$ cat src/rtl/fp_dmem_arbiter_if.sv
// fp_dmem_arbiter_if: lane request/ack bus plus data-memory port of the FP data-memory arbiter
interface fp_dmem_arbiter_if #(
    parameter int ADDR_W = 10,
    parameter int DATA_W = 16
);
    logic [1:0]          req;
    logic [1:0]          we;
    logic [1:0]          ld;
    logic [2*ADDR_W-1:0] addr;
    logic [2*DATA_W-1:0] wdata;
    logic [1:0]          ack;
    logic [DATA_W-1:0]   rdata;
    logic                mem_en;
    logic                mem_we;
    logic [ADDR_W-1:0]   mem_addr;
    logic [DATA_W-1:0]   mem_wdata;
    logic [DATA_W-1:0]   mem_rdata;
    logic                busy;
    logic                gnt_id;
    logic                err;

    modport slave (
        input  req, we, ld, addr, wdata, mem_rdata,
        output ack, rdata, mem_en, mem_we, mem_addr, mem_wdata, busy, gnt_id, err
    );

    modport master (
        output req, we, ld, addr, wdata, mem_rdata,
        input  ack, rdata, mem_en, mem_we, mem_addr, mem_wdata, busy, gnt_id, err
    );
endinterface

$ cat src/rtl/fp_dmem_arbiter.sv
// fp_dmem_arbiter: round-robin sharing of one data-memory port between two FP lanes,
// with load-latency wait and 4-phase REQ/ACK return.
module fp_dmem_arbiter #(
    parameter int ADDR_W = 10,
    parameter int DATA_W = 16,
    parameter int LAT    = 2
) (
    input logic               cp,
    input logic               mr_n,
    fp_dmem_arbiter_if.slave  bus
);
    localparam int CW = LAT > 1 ? $clog2(LAT) : 1;

    typedef enum logic [1:0] {IDLE, ISSUE, WAIT, ACKW} state_t;

    state_t        state;
    logic          last;
    logic          l_we;
    logic          l_ld;
    logic [CW-1:0] cnt;
    logic          gnt;

    assign gnt = (bus.req[0] && bus.req[1]) ? ~last : bus.req[1];

    // Memory strobe is raised on the grant edge so it is visible during the ISSUE cycle.
    always_ff @(posedge cp or negedge mr_n) begin
        if (!mr_n) begin
            state         <= IDLE;
            last          <= 1'b1;
            l_we          <= 1'b0;
            l_ld          <= 1'b0;
            cnt           <= '0;
            bus.ack       <= '0;
            bus.rdata     <= '0;
            bus.mem_en    <= 1'b0;
            bus.mem_we    <= 1'b0;
            bus.mem_addr  <= '0;
            bus.mem_wdata <= '0;
            bus.busy      <= 1'b0;
            bus.gnt_id    <= 1'b0;
            bus.err       <= 1'b0;
        end else begin
            case (state)
                IDLE: if (|bus.req) begin
                    state         <= ISSUE;
                    bus.busy      <= 1'b1;
                    bus.gnt_id    <= gnt;
                    last          <= gnt;
                    l_we          <= bus.we[gnt];
                    l_ld          <= bus.ld[gnt];
                    bus.mem_en    <= bus.we[gnt] | bus.ld[gnt];
                    bus.mem_we    <= bus.we[gnt];
                    bus.mem_addr  <= gnt ? bus.addr[2*ADDR_W-1:ADDR_W] : bus.addr[ADDR_W-1:0];
                    bus.mem_wdata <= gnt ? bus.wdata[2*DATA_W-1:DATA_W] : bus.wdata[DATA_W-1:0];
                end
                ISSUE: begin
                    bus.mem_en <= 1'b0;
                    bus.err    <= bus.err | (l_we & l_ld);
                    if (!l_we && l_ld) begin
                        cnt   <= CW'(LAT - 1);
                        state <= WAIT;
                    end else begin
                        bus.ack[bus.gnt_id] <= 1'b1;
                        state               <= ACKW;
                    end
                end
                WAIT: if (cnt == '0) begin
                    bus.rdata           <= bus.mem_rdata;
                    bus.ack[bus.gnt_id] <= 1'b1;
                    state               <= ACKW;
                end else begin
                    cnt <= cnt - 1'b1;
                end
                ACKW: if (!bus.req[bus.gnt_id]) begin
                    bus.ack  <= '0;
                    bus.busy <= 1'b0;
                    state    <= IDLE;
                end
                default: state <= IDLE;
            endcase
        end
    end
endmodule
$ cat src/flat_wrapper.sv
// flat-port wrapper written by rule: the top's interface ports become plain ports
module fp_dmem_arbiter_flat 
#(
    parameter int ADDR_W = 10,
    parameter int DATA_W = 16,
    parameter int LAT    = 2
)
  (cp, mr_n, bus_req, bus_we, bus_ld, bus_addr, bus_wdata, bus_mem_rdata, bus_ack, bus_rdata, bus_mem_en, bus_mem_we, bus_mem_addr, bus_mem_wdata, bus_busy, bus_gnt_id, bus_err);
  fp_dmem_arbiter_if #(.ADDR_W(ADDR_W), .DATA_W(DATA_W)) bus_i ();
  input logic cp;
  input logic mr_n;
  input wire logic [$bits(bus_i.req)-1:0] bus_req;
  input wire logic [$bits(bus_i.we)-1:0] bus_we;
  input wire logic [$bits(bus_i.ld)-1:0] bus_ld;
  input wire logic [$bits(bus_i.addr)-1:0] bus_addr;
  input wire logic [$bits(bus_i.wdata)-1:0] bus_wdata;
  input wire logic [$bits(bus_i.mem_rdata)-1:0] bus_mem_rdata;
  output wire logic [$bits(bus_i.ack)-1:0] bus_ack;
  output wire logic [$bits(bus_i.rdata)-1:0] bus_rdata;
  output wire logic [$bits(bus_i.mem_en)-1:0] bus_mem_en;
  output wire logic [$bits(bus_i.mem_we)-1:0] bus_mem_we;
  output wire logic [$bits(bus_i.mem_addr)-1:0] bus_mem_addr;
  output wire logic [$bits(bus_i.mem_wdata)-1:0] bus_mem_wdata;
  output wire logic [$bits(bus_i.busy)-1:0] bus_busy;
  output wire logic [$bits(bus_i.gnt_id)-1:0] bus_gnt_id;
  output wire logic [$bits(bus_i.err)-1:0] bus_err;
  assign bus_i.req = bus_req;
  assign bus_i.we = bus_we;
  assign bus_i.ld = bus_ld;
  assign bus_i.addr = bus_addr;
  assign bus_i.wdata = bus_wdata;
  assign bus_i.mem_rdata = bus_mem_rdata;
  assign bus_ack = bus_i.ack;
  assign bus_rdata = bus_i.rdata;
  assign bus_mem_en = bus_i.mem_en;
  assign bus_mem_we = bus_i.mem_we;
  assign bus_mem_addr = bus_i.mem_addr;
  assign bus_mem_wdata = bus_i.mem_wdata;
  assign bus_busy = bus_i.busy;
  assign bus_gnt_id = bus_i.gnt_id;
  assign bus_err = bus_i.err;
  fp_dmem_arbiter #(.ADDR_W(ADDR_W), .DATA_W(DATA_W), .LAT(LAT)) u_core (.cp(cp), .mr_n(mr_n), .bus(bus_i));
endmodule
$ cat config.mk
export PLATFORM = sky130hd
export DESIGN_NAME = fp_dmem_arbiter_flat
export DESIGN_NICKNAME = d
export VERILOG_FILES = /design/src/rtl/fp_dmem_arbiter_if.sv /design/src/rtl/fp_dmem_arbiter.sv /design/src/flat_wrapper.sv
export SDC_FILE = /design/constraint.sdc
export NUM_CORES = 1
export LEC_CHECK = 0
export ABC_AREA = 1
export BUFFER_PORTS_ARGS = -buffer_cell sky130_fd_sc_hd__buf_2
export CORE_MARGIN = 1
export CORE_UTILIZATION = 50
export CTS_CLUSTER_DIAMETER = 60
export DETAILED_ROUTE_END_ITERATION = 10
export PLACE_DENSITY = 0.85
export SLEW_MARGIN = 20
export SYNTH_ARGS = -nofsm -noshare
export SYNTH_HDL_FRONTEND = slang
export SYNTH_SLANG_ARGS = --single-unit
$ cat constraint.sdc
create_clock -name cp -period 3.1 [get_ports cp]
set_input_delay 0.62 -clock cp [delete_from_list [all_inputs] [get_ports cp]]
set_output_delay 0.62 -clock cp [all_outputs]
set_load 0.1 [all_outputs]
# Word-level counts from Yosys, hierarchy flattened
# Cells that the tools add are included.
[totals] ff_bits=54
[op_classes] n_lt_le_gt_ge=3 muxes=27 addsub=1 n_bitwise=6 reduce_logical=17 eq_ne=8
[ops] operator="$mux W16" n=1
[ops] operator="$mux W1" n=14
[ops] operator="$mux W10" n=1
[ops] operator="$mux W2" n=5
[ops] operator="$pmux W2 S4" n=1
[ops] operator="$reduce_and A2 Y1" n=4
[ops] operator="$ne A2 B2 Y1 const B" n=3
[ops] operator="$pmux W1 S2" n=3
[ops] operator="$pmux W2 S3" n=1
[ops] operator="$reduce_and A3 Y1" n=2
[ops] operator="$reduce_bool A2 Y1" n=3
[ops] operator="$eq A2 B2 Y1 const B" n=2
[ops] operator="$lt A1 B2 Y1 const B" n=2
[ops] operator="$ne A2 B1 Y1 const B" n=2
[ops] operator="$reduce_and A4 Y1" n=1
[ops] operator="$logic_and A1 B1 Y1" n=3
[ops] operator="$reduce_bool A3 Y1" n=1
[ops] operator="$eq A2 B1 Y1 const B" n=1
[ops] operator="$logic_not A2 Y1" n=1
[ops] operator="$not A1 Y1" n=2
[ops] operator="$or A1 B1 Y1" n=2
[ops] operator="$or A2 B2 Y2" n=1
[ops] operator="$reduce_or A2 Y1" n=1
[ops] operator="$and A1 B1 Y1" n=1
[ops] operator="4 further kinds" n=4

# Logic depth before layout (Yosys ltp)
# Gate-level depths: netlist of the first run.
[logic_depth] word_depth=7 ltp_mapped=8

# Worst setup path after synthesis of the first run
# Ideal clock, no wire load.
[synth_timing] path_kind="register to register" from="reg u_core.bus.gnt_id" to="reg u_core.state[1]" arrival_time_ns=1.494 slack_ns=1.490 period_less_slack_ns=1.610 t_required_ns=2.984 path_stages_with_launch=8 cell_sequence="dfrtp_1 -> inv_1 -> nand2_1 -> nand3_2 -> nand2_1 -> nor2_1 -> nand2_1 -> nand2_1"
[synth_via] elab_chain_len=4
[synth_rtl] item="start, declared" line_no="fp_dmem_arbiter_if.sv:24" text="output ack, rdata, mem_en, mem_we, mem_addr, mem_wdata, busy, gnt_id, err"
[synth_rtl] item="start signal, assigned" line_no="fp_dmem_arbiter.sv:47" text="bus.gnt_id <= gnt;"
[synth_rtl] item="$mux W1 (implied by the code) (2 in series)" line_no="fp_dmem_arbiter.sv:74" text="ACKW: if (!bus.req[bus.gnt_id]) begin"
[synth_rtl] item="$ne A2 B2 Y1 (no source line)"
[synth_rtl] item="$reduce_and A3 Y1 (no source line)"
[synth_rtl] item="end signal, assigned" line_no="fp_dmem_arbiter.sv:70" text="state <= ACKW;"
[synth_rtl] item="end signal, assigned" line_no="fp_dmem_arbiter.sv:77" text="state <= IDLE;"
[synth_rtl] item="end signal, assigned" line_no="fp_dmem_arbiter.sv:79" text="default: state <= IDLE;"
[synth_rtl] item="end, declared" line_no="fp_dmem_arbiter.sv:16" text="state_t state;"
# Every way passes these cells. The select of a mux whose other input is x is not followed.
# A chain may end at the register's enable or synchronous reset.

# Worst setup path in the final report of the first run
[layout_timing] from="reg u_core.state[0]" to="reg u_core.bus.mem_addr[2]"
[layout_via] elab_chain_len=2
[layout_rtl] item="start signal, assigned" line_no="fp_dmem_arbiter.sv:28" text="state <= IDLE;"
[layout_rtl] item="start signal, assigned" line_no="fp_dmem_arbiter.sv:45" text="state <= ISSUE;"
[layout_rtl] item="start signal, assigned" line_no="fp_dmem_arbiter.sv:61" text="state <= WAIT;"
[layout_rtl] item="$logic_not A2 Y1" line_no="fp_dmem_arbiter.sv:43" text="case (state)"
[layout_rtl] item="$reduce_and A2 Y1 (no source line)"
[layout_rtl] item="end signal, assigned" line_no="fp_dmem_arbiter.sv:53" text="bus.mem_addr <= gnt ? bus.addr[2*ADDR_W-1:ADDR_W] : bus.addr[ADDR_W-1:0];"
[layout_rtl] item="end, declared" line_no="fp_dmem_arbiter_if.sv:24"
# Every way passes these cells.

==> metrics, run 1 <==
status complete, no violations; count of final setup violators 0; worst-path fanout max 27; Post-DP HPWL 4230 µm; Setup crit end kind flop; area of the mapped netlist 2650 µm²; antenna violations before repair 0; Setup Skew 4.85 ps; CTS H-tree depth 2; Worst Hold Slack around 320 ps; Die W 74.8 µm; number of global-route vias before repair 2,014; most frequent cells in the layout buf_2 (124), nand2_1 (53), dfrtp_1 (53), o21ai_2 (40), nor2_1 (33); remaining global-route overflow 0; EDFF count, synth 0; endpoints failing hold 0; final slew viol count 0; Critical Path AT 2020 ps; hold_buf cts 0; ys async rst share 100%; largest net degree at the start of global routing 32; Vias around 2,200; root buffer cell clkbuf_8; fin crit share 57.7%; Relative slew margins 67.1%; drt initial violations 77; Synth Area in Adders 2.36%; worst-margin pin slew 497 ps; Antenna Nets Post-Route 0; Area Growth Syn to Fin 28.1%; # port buffers 124; fmax 559 MHz; antenna diode count 0; setup bufs post-CTS 0; Max Cap Viol 0; Synth Area in Compound Gates 18.1%; Synth warnings 0; Syn Nets 344; Clock transition at path regs 90 ps; register area share after synthesis between 50% and 60%; die area 5600 µm²; setup TNS 0 ps; nets@finish 467; Routed wire per std cell 12.0 µm; Hold WC Path Type primary input to asynchronous set/reset pin; RSZ-0062 raised after global routing false; maximum clock insertion buffer count 2; CTS buffer count 5; all-layer global routing usage 20.0%; share of cells above drive strength 1 52.2%; commonest non-fill, non-tap cell in the layout buf_2; row count 26; Simple-Gate Fraction of Synth Area roughly 16%; insertion delay to the later sink of the worst-skew pair ~300 ps; TritonCTS Sinks 54; critical path class flop to flop; register area 1350 µm²; CTS tree yes; Synth Area per Inst 10.1 µm²; largest family of logic cells by synthesized area compound AO/OA/AOI/OAI gates; final WL approximately 5500 µm; fin crit period 1790 ps; XOR/XNOR share of the synthesized area 0%; area taken by multi-input logic gates 1140 µm²; synthesized flop and latch total 54; Post-CTS Resized 0; CP startpoint kind flop; Fillers 442; drt pass-1 iters 4; first-pass GRT wire length about 8500 µm; Initial Util 51.9%; Die Ht about 75 µm; Netlist cell types 23; post-synthesis mux area share 6.80%; Via density 4.85; Crit path required time 3330 ps; io pins between 100 and 150; Core ar. between 5000 and 6000 µm²; DRC 0; Synth Flop Type dfrtp_1; post-synthesis cell count 263; routability cong. 0.874
registers in the layout, indices dropped and copies added, names as in the netlist:
| name | flops |
|---|---|
| u_core.bus.mem_en | 1 |
| u_core.bus.busy | 1 |
| u_core.bus.gnt_id | 1 |
| u_core.bus.err | 1 |
| u_core.l_we | 1 |
| u_core.state | 2 |
| u_core.last | 1 |
| u_core.bus.ack | 2 |
| u_core.bus.rdata | 16 |
| u_core.cnt | 1 |
| u_core.bus.mem_wdata | 16 |
| u_core.bus.mem_addr | 10 |
| u_core.l_ld | 1 |
area by class of cell:
class / instances / area share, %
inverters: 14 / 1.70
clock inverters: 3 / 1.33
repair buffers: 127 / 18.9
clock buffers: 5 / 2.03
multi-input cells: 184 / 33.6
well taps: 70 / 2.58
flip-flops and latches: 54 / 39.8
path summary, 6_finish.rpt:
check	start	endpoint	slack [ps]	cells after the start
min in group cp	u_core.bus.mem_addr[6]$_DFFE_PN0P_	u_core.bus.mem_addr[6]$_DFFE_PN0P_	480	2
max in group asynchronous	mr_n	u_core.last$_DFFE_PN1P_	2470	2
setup reg to reg	u_core.state[0]$_DFFE_PN0P_	u_core.bus.mem_addr[2]$_DFFE_PN0P_	1310	6
setup / recovery	u_core.state[0]$_DFFE_PN0P_	u_core.bus.mem_addr[2]$_DFFE_PN0P_	1310	6
hold / removal	mr_n	u_core.bus.rdata[9]$_DFFE_PN0P_	320	2
hold reg to reg	u_core.bus.mem_addr[6]$_DFFE_PN0P_	u_core.bus.mem_addr[6]$_DFFE_PN0P_	480	2
metal layers:
layer / vias to the layer above / track usage, % / routed length (µm) / part of all wire [%]
li1: 1109 / - / - / -
met1: 1001 / 23.8 / 2430 / 44
met2: 98 / 36.2 / 2590 / 47
met3: 7 / 4.82 / 406 / 7.4
met4: 0 / 5.03 / 64 / 1.2
met5: - / 0 / 0 / 0
critical path, cell delays in order, from the launching register on:
cell and delay (ps):
dfrtp_1 450, inv_1 120, ha_1 300, o21ai_4 190, inv_4 320, o21ai_0 160
o21ai_0 160
cells by family after synthesis:
| group | Yosys count |
|---|---|
| AO/OA/AOI/OAI | 62 |
| buffers and inverters | 25 |
| multiplexers | 16 |
| AND/OR/NAND/NOR | 101 |
| flip-flops | 54 |
| adder cells (fa/ha/maj) | 5 |
synth_stat cells (all sizes together), types with 2 or more instances:
library cell,instances,share of area (%)
buf,11,3.8
mux2,16,6.8
nand4,2,0.47
nand2,58,8.9
nor2,33,4.7
inv,14,2.2
ha,5,2.4
nand3,8,1.7
dfrtp,53,50
o21ai,59,17
per-stage QoR:
stage / worst slack (ps) / cell area (µm²) / instances / utilization (%)
after CTS: 1290 / 3390 / 457 / 66.5
after detailed placement: 1260 / 3280 / 449 / 64.2
after floorplan: 1490 / 2650 / 263 / -
final: 1310 / 3390 / 457 / 66.5
after global placement: 1320 / 3280 / 449 / 64.2
after global routing: 1080 / 3390 / 457 / 66.5
Power of run 1 is not shown: default switching activity piles up to over one toggle a cycle in this logic, so the estimate is an artifact.
==> run 2: changes to the inputs <==
CORE_UTILIZATION = 46   (was 50)
PLACE_DENSITY = 0.79   (was 0.85)
clock period = 1.8 ns   (was 3.1 ns; I/O delays follow)
==> run 2 against run 1 <==
Sequential cell count stayed put. Non-clock buffer count grew 2. Clock-buffer cell count is 1 higher. Highest routed layer unchanged. Register-to-register slack got worse by 1100 ps. Fmax grew 11%. First-iteration DRC count shrank 34%. Via count up 0.81%. Setup slack lost 1100 ps. Critical endpoint is now u_core.bus.rdata[5]$_DFFE_PN0P_. Largest cell class unchanged. Die area grew 8.5%.
==> metrics, run 2 (synthesized netlist as in run 1, its figures left out) <==
Routed wire per std cell ~12 µm; Post-CTS Resized 0; Worst Hold Slack 3.05 ps; io pins approximately 130; final WL 5680 µm; Antenna Nets Post-Route 0; final slew viol count 0; Largest regs u_core.bus.mem_wdata x16, u_core.bus.rdata x16, u_core.bus.mem_addr x10; R2R cell count 4; antenna diode count 0; Vias between 2,000 and 2,500; remaining global-route overflow 0; Die W ~78 µm; RSZ-0062 raised after global routing false; setup bufs post-CTS 0; all-layer global routing usage 20.1%; hold_buf cts 0; commonest non-fill, non-tap cell in the layout buf_2; Setup Skew 5.43 ps; drt pass-1 iters 4; slowest stage delay, CP between 400 and 500 ps; first-pass GRT wire length 9640 µm; reg2reg setup slack 180 ps; Core ar. 5540 µm²; routability cong. 0.773; # port buffers 124; Area Growth Syn to Fin 30.4%; nets@finish 469; worst-path fanout max 16; Crit path required time between 1500 and 2000 ps; status complete, no violations; Critical Path AT 1800 ps; drt initial violations 51; Setup crit end kind flop; fin crit period 1620 ps; number of global-route vias before repair 2,113; Slowest-stage cell, CP dfrtp_1; maximum clock insertion buffer count 2; share of cells above drive strength 1 52.4%; Relative slew margins 67.0%; Post-DP HPWL 4280 µm; fin crit share 89.8%; critical path class flop to flop; CP startpoint kind flop; endpoints failing hold 0; count of final setup violators 0; Initial Util 47.8%; cell count after placement 453; antenna violations before repair 0; Hold WC Path Type primary input to asynchronous set/reset pin; largest net degree at the start of global routing 28; CTS tree yes; insertion delay to the later sink of the worst-skew pair 300 ps; row count 27; worst-margin pin slew 498 ps; FF-to-FF End u_core.bus.rdata[5]$_DFFE_PN0P_; CP Cell Sequence inv_1 > ha_1 > nand2_2 > mux2_2; Max Cap Viol 0; TritonCTS Sinks 54; Clock transition at path regs ~90 ps; fmax 619 MHz; root buffer cell clkbuf_8; fin util roughly 62%; Via density 4.84; worst r2r src u_core.state[0]$_DFFE_PN0P_; most frequent cells in the layout buf_2 (124), nand2_1 (53), dfrtp_1 (53), o21ai_2 (40), nor2_1 (33); DRC 0; CTS H-tree depth 2; setup TNS 0 ps; final non-filler cell total 461; die area 6070 µm²; Die Ht ~80 µm; CTS buffer count 5
==> run 2: final cells by class <==
type,count,area (µm²)
clock buffer,6,82.6
clock inverter,2,60.1
fill,489,2080
inverter,14,60.1
multi-input combinational,184,1140
sequential,54,1350
tap,72,90.1
timing repair buffer,129,671
==> run 2: through the flow <==
stage	setup WS (ps)	cell area (µm²)
after floorplan	190	2650
after global placement	245	3310
final	183	3460
after detailed placement	109	3310
after CTS	111	3450
after global routing	63.7	3460
==> run 2: worst max path at each step <==
| stage | depth (start not counted) | from | endpoint | slack, ps |
|---|---|---|---|---|
| floorplan | 7 | u_core.bus.gnt_id$_DFFE_PN0P_ | u_core.state[1]$_DFFE_PN0P_ | 190 |
| global placement | 6 | u_core.state[0]$_DFFE_PN0P_ | u_core.bus.mem_addr[0]$_DFFE_PN0P_ | 240 |
| detailed placement | 6 | u_core.state[0]$_DFFE_PN0P_ | u_core.bus.mem_addr[8]$_DFFE_PN0P_ | 110 |
| CTS | 6 | u_core.state[0]$_DFFE_PN0P_ | u_core.bus.mem_addr[8]$_DFFE_PN0P_ | 110 |
| global route | 6 | u_core.state[0]$_DFFE_PN0P_ | u_core.bus.mem_addr[8]$_DFFE_PN0P_ | 60 |
| finish | 4 | u_core.state[0]$_DFFE_PN0P_ | u_core.bus.rdata[5]$_DFFE_PN0P_ | 180 |
==> run 2: routing by layer <==
layer	track usage (%)	part of all wire (%)	wire length [µm]	vias up
li1	-	-	-	1117
met5	0	0	0	-
met2	32.5	46	2600	106
met4	5.93	1.5	85	0
met3	5.88	8.0	453	9
met1	26.0	45	2550	1001
==> run 2: critical path, delay by kind of cell, from the launching register on <==
family	cells	cell delay, ps
buffers and inverters	1	100
AND/OR/NAND/NOR	1	310
multiplexers	1	390
adder cells (fa/ha/maj)	1	250
flip-flops	1	440
Power of run 2 is left out for the same reason.
